===== src/rtl/oka_pkg.sv =====
// Shared state type, default sizes and the overlap-free recombination
// used by the folded Karatsuba GF(2)[x] multiplier.
package oka_pkg;

   // Default operand width and the derived half/half-product widths.
   localparam int OKA_N = 36;
   localparam int H     = OKA_N / 2;
   localparam int PW    = OKA_N - 1;

   // Widest operand the generic recombine function is sized for.
   localparam int MAX_N = 64;

   typedef enum logic [2:0] {
      IDLE = 3'd0,
      MUL0 = 3'd1,
      MUL1 = 3'd2,
      MUL2 = 3'd3,
      DONE = 3'd4
   } oka_state_t;

   // Half products and full product, padded to the widest supported N.
   typedef logic [MAX_N-2:0]   oka_half_prod_t;
   typedef logic [2*MAX_N-2:0] oka_prod_t;

   // Interleave the three half products into the full product.
   // Even bit 2i collects P0[i] and P1[i-1]; odd bit 2i+1 is P2^P0^P1 at i.
   // Only the lowest n-1 half-product bits are meaningful, so n bounds
   // the loop; the caller passes its own N as a constant.
   function automatic oka_prod_t recombine(
      input oka_half_prod_t p0,
      input oka_half_prod_t p1,
      input oka_half_prod_t p2,
      input int             n
   );
      oka_prod_t r;
      r = '0;
      for (int i = 0; i < MAX_N - 1; i++) begin
         if (i < n - 1) begin
            r[2*i]     = r[2*i] ^ p0[i];
            r[2*i + 1] = p2[i] ^ p0[i] ^ p1[i];
            r[2*i + 2] = r[2*i + 2] ^ p1[i];
         end
      end
      return r;
   endfunction

endpackage


===== src/rtl/oka_seq_mult_clmul_half.sv =====
// Combinational W x W carry-less schoolbook multiplier (2W-1 bit result).
// Kept as its own block so it can be replaced by a combinational OKA tree
// of the same width without touching the sequencer.
module clmul_half #(
   parameter int W = 18
) (
   input  logic [W-1:0]   i_a,
   input  logic [W-1:0]   i_b,
   output logic [2*W-2:0] o_p
);

   logic [2*W-2:0] w_rows [W];

   // One partial-product row per multiplier bit: a shifted by the bit index.
   genvar gi;
   generate
      for (gi = 0; gi < W; gi++) begin : g_row
         assign w_rows[gi] = i_b[gi] ? ({{(W-1){1'b0}}, i_a} << gi) : '0;
      end
   endgenerate

   // XOR-accumulate the rows (GF(2) addition, no carries).
   always_comb begin
      o_p = '0;
      for (int i = 0; i < W; i++) begin
         o_p = o_p ^ w_rows[i];
      end
   end

endmodule


===== src/rtl/oka_seq_mult.sv =====
// Folded overlap-free Karatsuba GF(2)[x] multiplier. The three half products
// P0=Ae*Be, P1=Ao*Bo, P2=(Ae^Ao)*(Be^Bo) are formed one per cycle on a single
// half-width carry-less multiplier, then interleaved into a registered
// 2N-1 bit product. Valid/ready handshakes on input and output.
module oka_seq_mult
   import oka_pkg::*;
#(
   parameter int N = OKA_N
) (
   input  logic           clk,
   input  logic           rst,
   input  logic           in_valid,
   output logic           in_ready,
   input  logic [N-1:0]   a,
   input  logic [N-1:0]   b,
   output logic           out_valid,
   input  logic           out_ready,
   output logic [2*N-2:0] y
);

   localparam int HN = N / 2;
   localparam int PN = N - 1;

   generate
      if ((N % 2) != 0 || N < 4 || N > MAX_N) begin : g_bad_n
         $error("oka_seq_mult: N must be even, at least 4 and at most MAX_N");
      end
   endgenerate

   oka_state_t       r_state;
   oka_state_t       w_state_next;

   logic [N-1:0]     r_a;
   logic [N-1:0]     r_b;
   logic [PN-1:0]    r_p0;
   logic [PN-1:0]    r_p1;
   logic [2*N-2:0]   r_y;

   logic             w_load;
   logic             w_cap_p0;
   logic             w_cap_p1;
   logic             w_cap_y;

   logic [HN-1:0]    w_ae;
   logic [HN-1:0]    w_ao;
   logic [HN-1:0]    w_be;
   logic [HN-1:0]    w_bo;
   logic [HN-1:0]    w_mul_a;
   logic [HN-1:0]    w_mul_b;
   logic [PN-1:0]    w_mul_p;

   oka_half_prod_t   w_p0_ext;
   oka_half_prod_t   w_p1_ext;
   oka_half_prod_t   w_p2_ext;
   oka_prod_t        w_y_full;
   logic [2*N-2:0]   w_y_next;
   logic             w_unused_y_hi;

   // Even/odd coefficient split of the registered operands.
   genvar gi;
   generate
      for (gi = 0; gi < HN; gi++) begin : g_split
         assign w_ae[gi] = r_a[2*gi];
         assign w_ao[gi] = r_a[2*gi + 1];
         assign w_be[gi] = r_b[2*gi];
         assign w_bo[gi] = r_b[2*gi + 1];
      end
   endgenerate

   // Select which half-product pair feeds the shared multiplier this cycle.
   always_comb begin
      w_mul_a = w_ae;
      w_mul_b = w_be;
      case (r_state)
         MUL1: begin
            w_mul_a = w_ao;
            w_mul_b = w_bo;
         end
         MUL2: begin
            w_mul_a = w_ae ^ w_ao;
            w_mul_b = w_be ^ w_bo;
         end
         default: begin
            w_mul_a = w_ae;
            w_mul_b = w_be;
         end
      endcase
   end

   clmul_half #(
      .W (HN)
   ) u_clmul_half (
      .i_a (w_mul_a),
      .i_b (w_mul_b),
      .o_p (w_mul_p)
   );

   // Pad P0, P1 (registered) and P2 (live in MUL2) to the recombine width.
   always_comb begin
      w_p0_ext          = '0;
      w_p1_ext          = '0;
      w_p2_ext          = '0;
      w_p0_ext[PN-1:0]  = r_p0;
      w_p1_ext[PN-1:0]  = r_p1;
      w_p2_ext[PN-1:0]  = w_mul_p;
   end

   assign w_y_full      = recombine(w_p0_ext, w_p1_ext, w_p2_ext, N);
   assign w_y_next      = w_y_full[2*N-2:0];
   // Padding bits above 2N-2 are always zero and intentionally dropped.
   assign w_unused_y_hi = ^w_y_full;

   // State register.
   always_ff @(posedge clk or posedge rst) begin
      if (rst) begin
         r_state <= IDLE;
      end else begin
         r_state <= w_state_next;
      end
   end

   // Next-state, handshake outputs and register-enable decode.
   always_comb begin
      w_state_next = r_state;
      in_ready     = 1'b0;
      out_valid    = 1'b0;
      w_load       = 1'b0;
      w_cap_p0     = 1'b0;
      w_cap_p1     = 1'b0;
      w_cap_y      = 1'b0;
      case (r_state)
         IDLE: begin
            in_ready = 1'b1;
            if (in_valid) begin
               w_load       = 1'b1;
               w_state_next = MUL0;
            end
         end
         MUL0: begin
            w_cap_p0     = 1'b1;
            w_state_next = MUL1;
         end
         MUL1: begin
            w_cap_p1     = 1'b1;
            w_state_next = MUL2;
         end
         MUL2: begin
            w_cap_y      = 1'b1;
            w_state_next = DONE;
         end
         DONE: begin
            out_valid = 1'b1;
            // A new operand pair may be taken in the same cycle the result leaves.
            in_ready  = out_ready;
            if (out_ready) begin
               if (in_valid) begin
                  w_load       = 1'b1;
                  w_state_next = MUL0;
               end else begin
                  w_state_next = IDLE;
               end
            end
         end
         default: begin
            w_state_next = IDLE;
         end
      endcase
   end

   // Operand registers, loaded on an accepted input handshake.
   always_ff @(posedge clk or posedge rst) begin
      if (rst) begin
         r_a <= '0;
         r_b <= '0;
      end else if (w_load) begin
         r_a <= a;
         r_b <= b;
      end
   end

   // Partial-product registers for P0 and P1.
   always_ff @(posedge clk or posedge rst) begin
      if (rst) begin
         r_p0 <= '0;
         r_p1 <= '0;
      end else begin
         if (w_cap_p0) begin
            r_p0 <= w_mul_p;
         end
         if (w_cap_p1) begin
            r_p1 <= w_mul_p;
         end
      end
   end

   // Product register, updated only when leaving MUL2.
   always_ff @(posedge clk or posedge rst) begin
      if (rst) begin
         r_y <= '0;
      end else if (w_cap_y) begin
         r_y <= w_y_next;
      end
   end

   assign y = r_y;

endmodule


===== config.mk =====
export PLATFORM = sky130hd
export DESIGN_NAME = oka_seq_mult
export DESIGN_NICKNAME = d
export VERILOG_FILES = /design/src/rtl/oka_pkg.sv /design/src/rtl/oka_seq_mult_clmul_half.sv /design/src/rtl/oka_seq_mult.sv
export SDC_FILE = /design/constraint.sdc
export NUM_CORES = 1
export LEC_CHECK = 0
export ABC_CLOCK_PERIOD_IN_PS = 8900
export CORE_UTILIZATION = 52
export CTS_CLUSTER_DIAMETER = 30
export DETAILED_ROUTE_END_ITERATION = 6
export PLACE_DENSITY = 0.8
export SLEW_MARGIN = 40
export SYNTH_ARGS = -nofsm -noshare
export SYNTH_HDL_FRONTEND = slang
export SYNTH_SLANG_ARGS = --single-unit

===== constraint.sdc =====
create_clock -name clk -period 8.9 [get_ports clk]
set_input_delay 2.67 -clock clk [delete_from_list [all_inputs] [get_ports clk]]
set_output_delay 2.67 -clock clk [all_outputs]
set_load 0.1 [all_outputs]

### Word-level counts from Yosys, hierarchy flattened

Index checks and enable logic that the tools add are counted.

| cells by class | value |
|---|---|
| div/mod/pow operators | 0 |
| bitwise operators | 123 |
| $mul | 0 |
| reductions and logical operators | 2 |
| multiplexer cells | 32 |
| magnitude comparators | 0 |
| eq/ne operators | 6 |
| add/sub/neg operators | 0 |
| shift operators | 0 |

Operators with widths:

| cell | number |
|---|---|
| 35-bit XOR | 9 |
| 1-bit XOR | 104 |
| 18-bit one-hot mux with 2 select lines | 2 |
| 18-bit XOR | 2 |
| 35-bit 2-to-1 mux | 1 |
| 35-bit by 27-bit XOR with 35-bit output | 1 |
| 35-bit by 28-bit XOR with 35-bit output | 1 |
| 35-bit by 29-bit XOR with 35-bit output | 1 |
| 35-bit by 30-bit XOR with 35-bit output | 1 |
| 35-bit by 31-bit XOR with 35-bit output | 1 |
| 35-bit by 32-bit XOR with 35-bit output | 1 |
| 35-bit by 33-bit XOR with 35-bit output | 1 |
| 35-bit by 34-bit XOR with 35-bit output | 1 |
| 34-bit 2-to-1 mux | 1 |
| 33-bit 2-to-1 mux | 1 |
| 32-bit 2-to-1 mux | 1 |
| 31-bit 2-to-1 mux | 1 |
| 30-bit 2-to-1 mux | 1 |
| 29-bit 2-to-1 mux | 1 |
| 28-bit 2-to-1 mux | 1 |
| 27-bit 2-to-1 mux | 1 |
| 26-bit 2-to-1 mux | 1 |
| 25-bit 2-to-1 mux | 1 |
| 24-bit 2-to-1 mux | 1 |
| other kinds (16) | 26 |

| storage, ports and cells | value |
|---|---|
| output and inout bits | 73 |
| latch bits | 0 |
| register bits after elaboration | 216 |
| memories | 0 |
| input port bits | 76 |
| RAM bits | 0 |
| memory bits (read-only) | 0 |
| logic and storage cells | 169 |

### Longest topological paths before layout

Gate-level depths: netlist (run 1).

| depth | value |
|---|---|
| depth in word-level cells | 22 |
| mapped depth | 13 |
| gate-level depth less buffers | 9 |

### Modules after synthesis

From an unflattened synthesis (run 1), not the netlist that was laid out.

| second synthesis, totals | value |
|---|---|
| cell total of the unflattened synthesis | 1484 |
| area total of the unflattened synthesis | 14132.3 sq um |

Modules (own cells, without submodules):

| module | seq. area each (sq um) | instances | area each (sq um) | cells each |
|---|---|---|---|---|
| oka_seq_mult | 5405.2 | 1 | 9786.9 | 802 |
| clmul_half | 0.0 | 1 | 4345.4 | 682 |

### Worst setup path after synthesis (run 1)

OpenSTA, ideal clock, no wires.

| path | value |
|---|---|
| kind | in2out |
| start | in out_ready |
| end | out in_ready |
| path slack | 1.445 ns |
| data arrival time | 4.785 ns |
| stages | 2 |
| cells stage by stage | nor2b_1 nor3_1 |

| on the way | value |
|---|---|
| word-level cells in the longest chain between the ends | 1 |

Ends and longest elaborated chain:

| item | RTL line | source |
|---|---|---|
| start, declared | oka_seq_mult.sv:17 | `input logic out_ready,` |
| 1-bit one-hot mux with 2 select lines | oka_seq_mult.sv:131 | `case (r_state)` |
| end, declared | oka_seq_mult.sv:13 | `output logic in_ready,` |

No other way between the ends.

### Worst setup path after layout (run 1)

Same ends and word-level chain as after synthesis.

==> run metrics, run 1 <==
all-layer global routing usage=0.261; Slew @ Worst Pin=roughly 0.94 ns; post-CTS setup buffer count=0; area of the multi-input gates=between 8000 and 9000 sq um; Rows=a little under 60; endpoints failing setup=0; number of library cell types mapped by synthesis=30; die area=27700 sq um; slowest CP cell=buf_2; FF-to-FF End=y[31]; Synth area leaders=dfrtp_1, xnor2_1, nand2_1, mux2_2, o21ai_0; chip width=around 170 um; Clock Path Buffers=3; total grt overflow=0; syn nets=roughly 1600; Critical Path RT=roughly 6.2 ns; Mapped Area=~14000 sq um; Port-buffer cells=148; failing checks=design-rule violations; dpl hpwl=approximately 23000 um; placer congestion estimate=0.931; Synth Register Bits=~220; CTS resizes=0; ys async rst share=1.00; starting density of the core=0.536; DR WL/cell=between 15 and 20 um; Worst Reg-to-Reg Cells=10; reg2reg start=r_state[1]; Highest Clock Rate=around 150 MHz; clock root cell=clkbuf_16; Hold Path Depth=2; share of layout cells above drive strength 1=0.170; DRC=13; Gate Count Post-Synth=around 1500; Sum Neg Setup Slack=0 ns; register area=about 5400 sq um; hold wc startpoint=y[48]; initial DRC count=between 900 and 1000; Max-Cap Viols=0; Clock transition at path regs=0.05 ns; antenna violations before repair=0; H-tree lvl count=2; CP max FO=2; vias in the first global route=approximately 11000; global-route wire length before repair=57900 um; Worst Hold Class=reg2reg; synth-to-layout area growth=19.8%; status=finished with violations; CTS tree=yes; Post-synth top cells=nand2_1, xnor2_1, dfrtp_1, o21ai_0, nor2_1; routed vias/inst=roughly 5.5; post-route ant nets=0; final-layout fill cell count=~2200; critical path cell sequence=clkdlybuf4s50_1, nor2b_1, nor3_1, buf_2; skew final=~0.023 ns; syn_area_per_cell=between 9 and 10 sq um; Slew headroom=0.373; core area=~26000 sq um; critical path class=in2out; Hold Buf Count CTS=0; CTS Sinks=around 220; cts bufs inserted=45; Final nets=1728; predominant post-synthesis flop cell=dfrtp_1; Hold EP=y[48]; die extent in y=167 um; DRT Pass-1 Iters=7; Yosys top cell area share=0.384; final hold violations=0; most common cell in the netlist=nand2_1; Worst R2R Setup Slack=~5.3 ns; Final min period=approximately 6.6 ns; RSZ-0062 raised after global routing=false; Synth warnings=0; Tcrit/Tclk final=0.739; number of diodes=0; critical path launch point type=primary input; Post-synth EDFFs=0; io pins=roughly 150; crit path capture type=primary output; Worst Path Arrival=3.91 ns; dominant cell type by area after synthesis=dfrtp_1; total wire length=35400 um; Max stage delay on crit path=between 0.4 and 0.5 ns; Final Max Tran Viols=0; largest net degree at the start of global routing=143; vias post-DR=around 11000; sequential share of the synthesized area=0.384; Worst-Skew Late Latency=0.55 ns
[state kept, by name, summed over array words and instances (netlist names)]
| name | count |
|---|---|
| r_a | 36 |
| r_b | 36 |
| r_p0 | 35 |
| r_p1 | 35 |
| r_state | 3 |
| y | 71 |
[cells in the final DEF, fill, tap and decap left out, types with 26 or more instances in the layout]
cell             Yosys  final
clkdlybuf4s50_1      0     75
xnor3_1             26     26
mux2_2              76     76
a21o_1              26     26
clkbuf_16            0     45
buf_2               28     73
dfrtp_1            216    215
nor2_1             137    137
o21ai_0            150    150
a21oi_1             41     37
nand3_1             36     36
xnor2_1            320    320
nand2_1            328    326
[critical path: cells and delay by family]
kind | cells | cell delay, ns
buffers and inverters | 2 | 0.95
AND/OR/NAND/NOR | 2 | 0.29
[metrics by stage]
step | area [sq um] | hold slack (ns) | worst slack (ns) | util | instances
CTS | 16900 | 0.477 | 2.32 | 0.642 | 2023
global route | 16900 | 0.488 | 2.25 | 0.642 | 2023
global placement | 15600 | 0.460 | 1.61 | 0.592 | 1940
finish | 16900 | 0.470 | 2.32 | 0.642 | 2023
detailed placement | 15200 | 0.465 | 2.32 | 0.579 | 1940
floorplan | 14100 | 0.488 | 0.322 | - | 1540
[area by class of cell]
class / count / area share
clock buffers: 53 / 0.0715
clock inverters: 30 / 0.0263
inverters: 1 / 0.000964
multi-input cells: 1231 / 0.485
flip-flops and latches: 216 / 0.320
well taps: 335 / 0.0248
repair buffers: 157 / 0.0710
[how the worst max path moves through the flow]
stage / startpoint / end / slack, ns / cells past startpoint
2_1_floorplan: rst / r_a[0] / 0.32 / 1
3_5_place_dp: out_ready / in_ready / 2.32 / 4
6_report: out_ready / in_ready / 2.32 / 4
4_1_cts: out_ready / in_ready / 2.32 / 4
5_1_grt: out_ready / in_ready / 2.25 / 4
3_3_place_gp: out_ready / in_ready / 1.61 / 4
[logic make-up (layout without fill, tap and decap cells)]
kind of cell / Yosys count / after routing / share of synthesized area
xor+xnor: 374 / 374 / 0.261
simple gates: 508 / 508 / 0.140
buf+inv: 93 / 241 / 0.0371
mux: 76 / 76 / 0.0608
compound gates: 273 / 273 / 0.117
flops: 216 / 216 / 0.384
[metal layers]
metal,global-route usage,part of all wire,vias to the layer above
met2,0.412,0.45,487
met5,0,0,-
met1,0.353,0.44,5186
li1,-,-,5250
met4,0.100,0.032,0
met3,0.0530,0.081,103
Power of run 1 is not shown: default switching activity piles up to over one toggle a cycle in this logic, so the estimate is an artifact.
==> inputs of run 2 (changes only) <==
- ABC_CLOCK_PERIOD_IN_PS: 8900 -> 6300
- CORE_UTILIZATION: 52 -> 58
- PLACE_DENSITY: 0.8 -> 0.84
- clock period: 8.9 -> 6.3 ns (I/O delays scaled with it)
==> run metrics, run 2 (synthesis results as in run 1) <==
Worst-Skew Late Latency=0.52 ns (-0.03 ns); uppermost routed layer=met4; global-route wire length before repair=57900 um (unchanged); final setup margin=1.40 ns (-0.919 ns); met3 routed WL=2960 um (+3.0%); post-CTS setup buffer count=0 (unchanged); CTS Sinks=216 (unchanged); CTS resizes=0 (unchanged); Highest Clock Rate=204 MHz; share of layout cells above drive strength 1=0.166 (-0.00356); DRT Pass-1 Iters=5 (-2); Critical Path RT=4.41 ns (-1.82 ns); number of diodes=0 (unchanged); Slew headroom=0.384 (+0.0110); endpoints failing setup=0 (unchanged); Worst Path Arrival=3.01 ns (-0.90 ns); Sum Neg Setup Slack=0 ns (unchanged); Port-buffer cells=148 (unchanged); DR WL/cell=18.1 um (+3.4%); antenna violations before repair=0 (unchanged); Min Hold Slack=0.467 ns (-0.00220 ns); Slew @ Worst Pin=0.924 ns (-0.0165 ns); total wire length=36200 um (+2.3%); io pins=149 (unchanged); Clock Path Buffers=3 (unchanged); pre-CTS WS=1.40 ns (-0.923 ns); vias in the first global route=11100 (+0.75%); dpl hpwl=23000 um (-0.36%); final hold violations=0 (unchanged); crit path capture type=primary output; Hold Buf Count CTS=0 (unchanged); core area=23600 sq um (-10%); placer congestion estimate=0.938 (+0.69%); Final min period=about 4.9 ns; Tcrit/Tclk final=0.778; synth-to-layout area growth=18.9%; critical path cell sequence=clkdlybuf4s50_1, nor2b_1, nor3_1, buf_4; post-route ant nets=0 (unchanged); clock root cell=clkbuf_16; CTS tree=yes; Final Max Tran Viols=0 (unchanged); skew final=0.0165 ns (-0.00631 ns); status=completed; RSZ-0062 raised after global routing=false; met2 wire len=16700 um (+5.4%); all-layer global routing usage=0.301 (+0.0398); slowest CP cell=clkdlybuf4s50_1; starting density of the core=0.596 (+0.0605); chip width=158 um (-5.2%); Largest register FFs=71 (unchanged); cts bufs inserted=41 (-8.9%); Final nets=1725 (-0.17%); Final Core Density=0.709 (+0.0672); die extent in y=158 um (-5.2%); largest net degree at the start of global routing=122 (-15%); Rows=56 (-5.1%); routed vias/inst=5.61 (+3.0%); Max stage delay on crit path=0.46 ns (-0.03 ns); critical path launch point type=primary input; met1 WL=14900 um (-4.2%); most common cell after layout, fill and taps aside=nand2_1; commonest non-fill, non-tap cells in the layout=nand2_1, xnor2_1, dfrtp_1, o21ai_0, nor2_1; critical path class=in2out; DRC=0 (-13); vias post-DR=11200 (+1.9%); Max-Cap Viols=0 (unchanged); die area=24900 sq um (-10%); H-tree lvl count=2 (unchanged); total grt overflow=0 (unchanged); Worst Hold Class=reg2reg; initial DRC count=903 (-5.9%); CP max FO=2 (unchanged); Clock transition at path regs=0.04 ns (about the same)
-- run 2: worst paths after layout --
kind                                 start       end  slack, ns  cells after the start
min in group asynchronous              rst     y[56]       1.88                      3
worst max register to register  r_state[1]  r_p1[17]       2.32                     10
worst min register to register       y[28]     y[28]       0.47                      2
worst max-delay path             out_ready  in_ready       1.40                      4
max in group asynchronous              rst    r_a[7]       3.86                      3
worst min-delay path                 y[28]     y[28]       0.47                      2
-- run 2: stage by stage --
step | instances | cell area (sq um)
2_1_floorplan | 1540 | 14100
3_3_place_gp | 1925 | 15600
3_5_place_dp | 1925 | 15200
4_1_cts | 2001 | 16700
5_1_grt | 2001 | 16700
6_report | 2001 | 16700
-- run 2: critical path, delay by kind of cell --
family        cells  cell delay (ns)
simple gates      2             0.31
buf+inv           2             0.82
-- run 2: cell type report --
cell class,count,area (sq um)
clock buffer,52,1170
clock inverter,24,347
fill,1762,6860
inverter,1,7.51
multi-input combinational,1231,8190
sequential,216,5410
tap,319,399
timing repair buffer,158,1230
-- run 2: layer usage --
metal	up-vias	global-route usage
met5	-	0
met3	143	0.0610
met1	5384	0.387
met4	0	0.139
met2	481	0.487
li1	5226	-
Power of run 2 is left out for the same reason.
==> inputs of run 3 (changes only) <==
- ABC_CLOCK_PERIOD_IN_PS: 6300 -> 4900
- clock period: 6.3 -> 4.9 ns (I/O delays scaled with it)
==> run metrics, run 3 (synthesis results as in run 1) <==
initial DRC count=854 (-5.4%); met3 routed WL=3050 um (+3.0%); RSZ-0062 raised after global routing=false; endpoints failing setup=0 (unchanged); Tcrit/Tclk final=0.815; cts bufs inserted=40 (-2.4%); number of diodes=0 (unchanged); chip width=158 um (unchanged); antenna violations before repair=0 (unchanged); die extent in y=158 um (unchanged); commonest non-fill, non-tap cells in the layout=nand2_1, xnor2_1, dfrtp_1, o21ai_0, nor2_1; vias post-DR=11200 (-0.37%); Highest Clock Rate=250 MHz; total wire length=34900 um (-3.6%); post-CTS setup buffer count=0 (unchanged); final-layout fill cell count=1757 (-0.28%); dpl hpwl=23500 um (+2.0%); critical path class=in2out; placer congestion estimate=0.948 (+1.1%); Max-Cap Viols=0 (unchanged); skew final=0.0301 ns (+0.0136 ns); Largest register FFs=71 (unchanged); H-tree lvl count=2 (unchanged); Critical Path RT=3.43 ns (-0.98 ns); critical path launch point type=primary input; final hold violations=0 (unchanged); die area=24900 sq um (unchanged); clock root cell=clkbuf_16; Hold Buf Count CTS=0 (unchanged); post-route ant nets=0 (unchanged); crit path capture type=primary output; Rows=56 (unchanged); most common cell after layout, fill and taps aside=nand2_1; Slew headroom=0.429 (+0.0451); status=completed; Clock Path Buffers=3 (unchanged); share of layout cells above drive strength 1=0.172 (+0.00590); Final min period=about 4 ns; vias in the first global route=11100 (-0.81%); Final Max Tran Viols=0 (unchanged); io pins=149 (unchanged); starting density of the core=0.596 (unchanged); Worst Hold Class=reg2reg; routed vias/inst=5.56 (-0.97%); core area=23600 sq um (unchanged); synth-to-layout area growth=19.2%; global-route wire length before repair=56300 um (-2.9%); CTS tree=yes; Worst-Skew Late Latency=0.53 ns (about the same); CP max FO=2 (unchanged); CTS resizes=0 (unchanged); Clock transition at path regs=0.05 ns (about the same); Sum Neg Setup Slack=0 ns (unchanged); Min Hold Slack=0.467 ns (+0.0000190 ns); Final nets=1738 (+0.75%); Worst Path Arrival=2.52 ns (-0.49 ns); uppermost routed layer=met4; DRT Pass-1 Iters=5 (unchanged); all-layer global routing usage=0.291 (-0.00982); Slew @ Worst Pin=0.856 ns (-0.0677 ns); Final Core Density=0.711 (+0.00159); largest net degree at the start of global routing=80 (-34%); Port-buffer cells=148 (unchanged); DR WL/cell=17.4 um (-4.2%); DRC=0 (unchanged); total grt overflow=0 (unchanged); met1 WL=14600 um (-2.1%); met2 wire len=16000 um (-4.3%); CTS Sinks=216 (unchanged)
[run 3: cell types whose count changed in the layout (fill, tap and decap cells not counted), sizes merged]
cell,delta
buf,+14
clkbuf,-7
inv,+4
bufinv,-2
clkinvlp,+2
clkinv,+1
[run 3: critical path: stages]
cell,delay (ns)
clkdlybuf4s50_1,0.46
nor2b_1,0.07
nor3_2,0.18
buf_4,0.33
[run 3: through the flow]
stage	setup slack, ns	instances	cell area [sq um]
2_1_floorplan	0.618	1540	14100
3_3_place_gp	0.967	1937	15700
3_5_place_dp	0.915	1939	15400
4_1_cts	0.904	2013	16800
5_1_grt	0.880	2013	16800
6_report	0.906	2013	16800
[run 3: per-layer routing]
layer	vias up	GRT usage
met5	-	0
met4	0	0.126
met3	99	0.0572
met2	502	0.471
met1	5323	0.379
li1	5268	-
[run 3: path summary, 6_finish.rpt]
| kind | startpoint | endpoint | slack, ns | cells past startpoint |
|---|---|---|---|---|
| worst max-delay path | out_ready | in_ready | 0.91 | 4 |
| worst min-delay path | y[15] | y[15] | 0.47 | 2 |
| worst max register to register | r_state[1] | y[35] | 1.24 | 10 |
| worst min register to register | y[15] | y[15] | 0.47 | 2 |
| max in group asynchronous | rst | r_p0[16] | 2.87 | 5 |
| min in group asynchronous | rst | r_p0[28] | 1.33 | 3 |
[run 3: layout make-up]
class	instances	area [sq um]	share of cell area
clock inverter	29	365	0.0218
inverter	1	7.51	0.000447
clock buffer	45	1040	0.0619
timing repair buffer	172	1380	0.0824
sequential	216	5410	0.322
multi-input combinational	1231	8180	0.487
tap	319	399	0.0238
Power of run 3 is left out for the same reason.
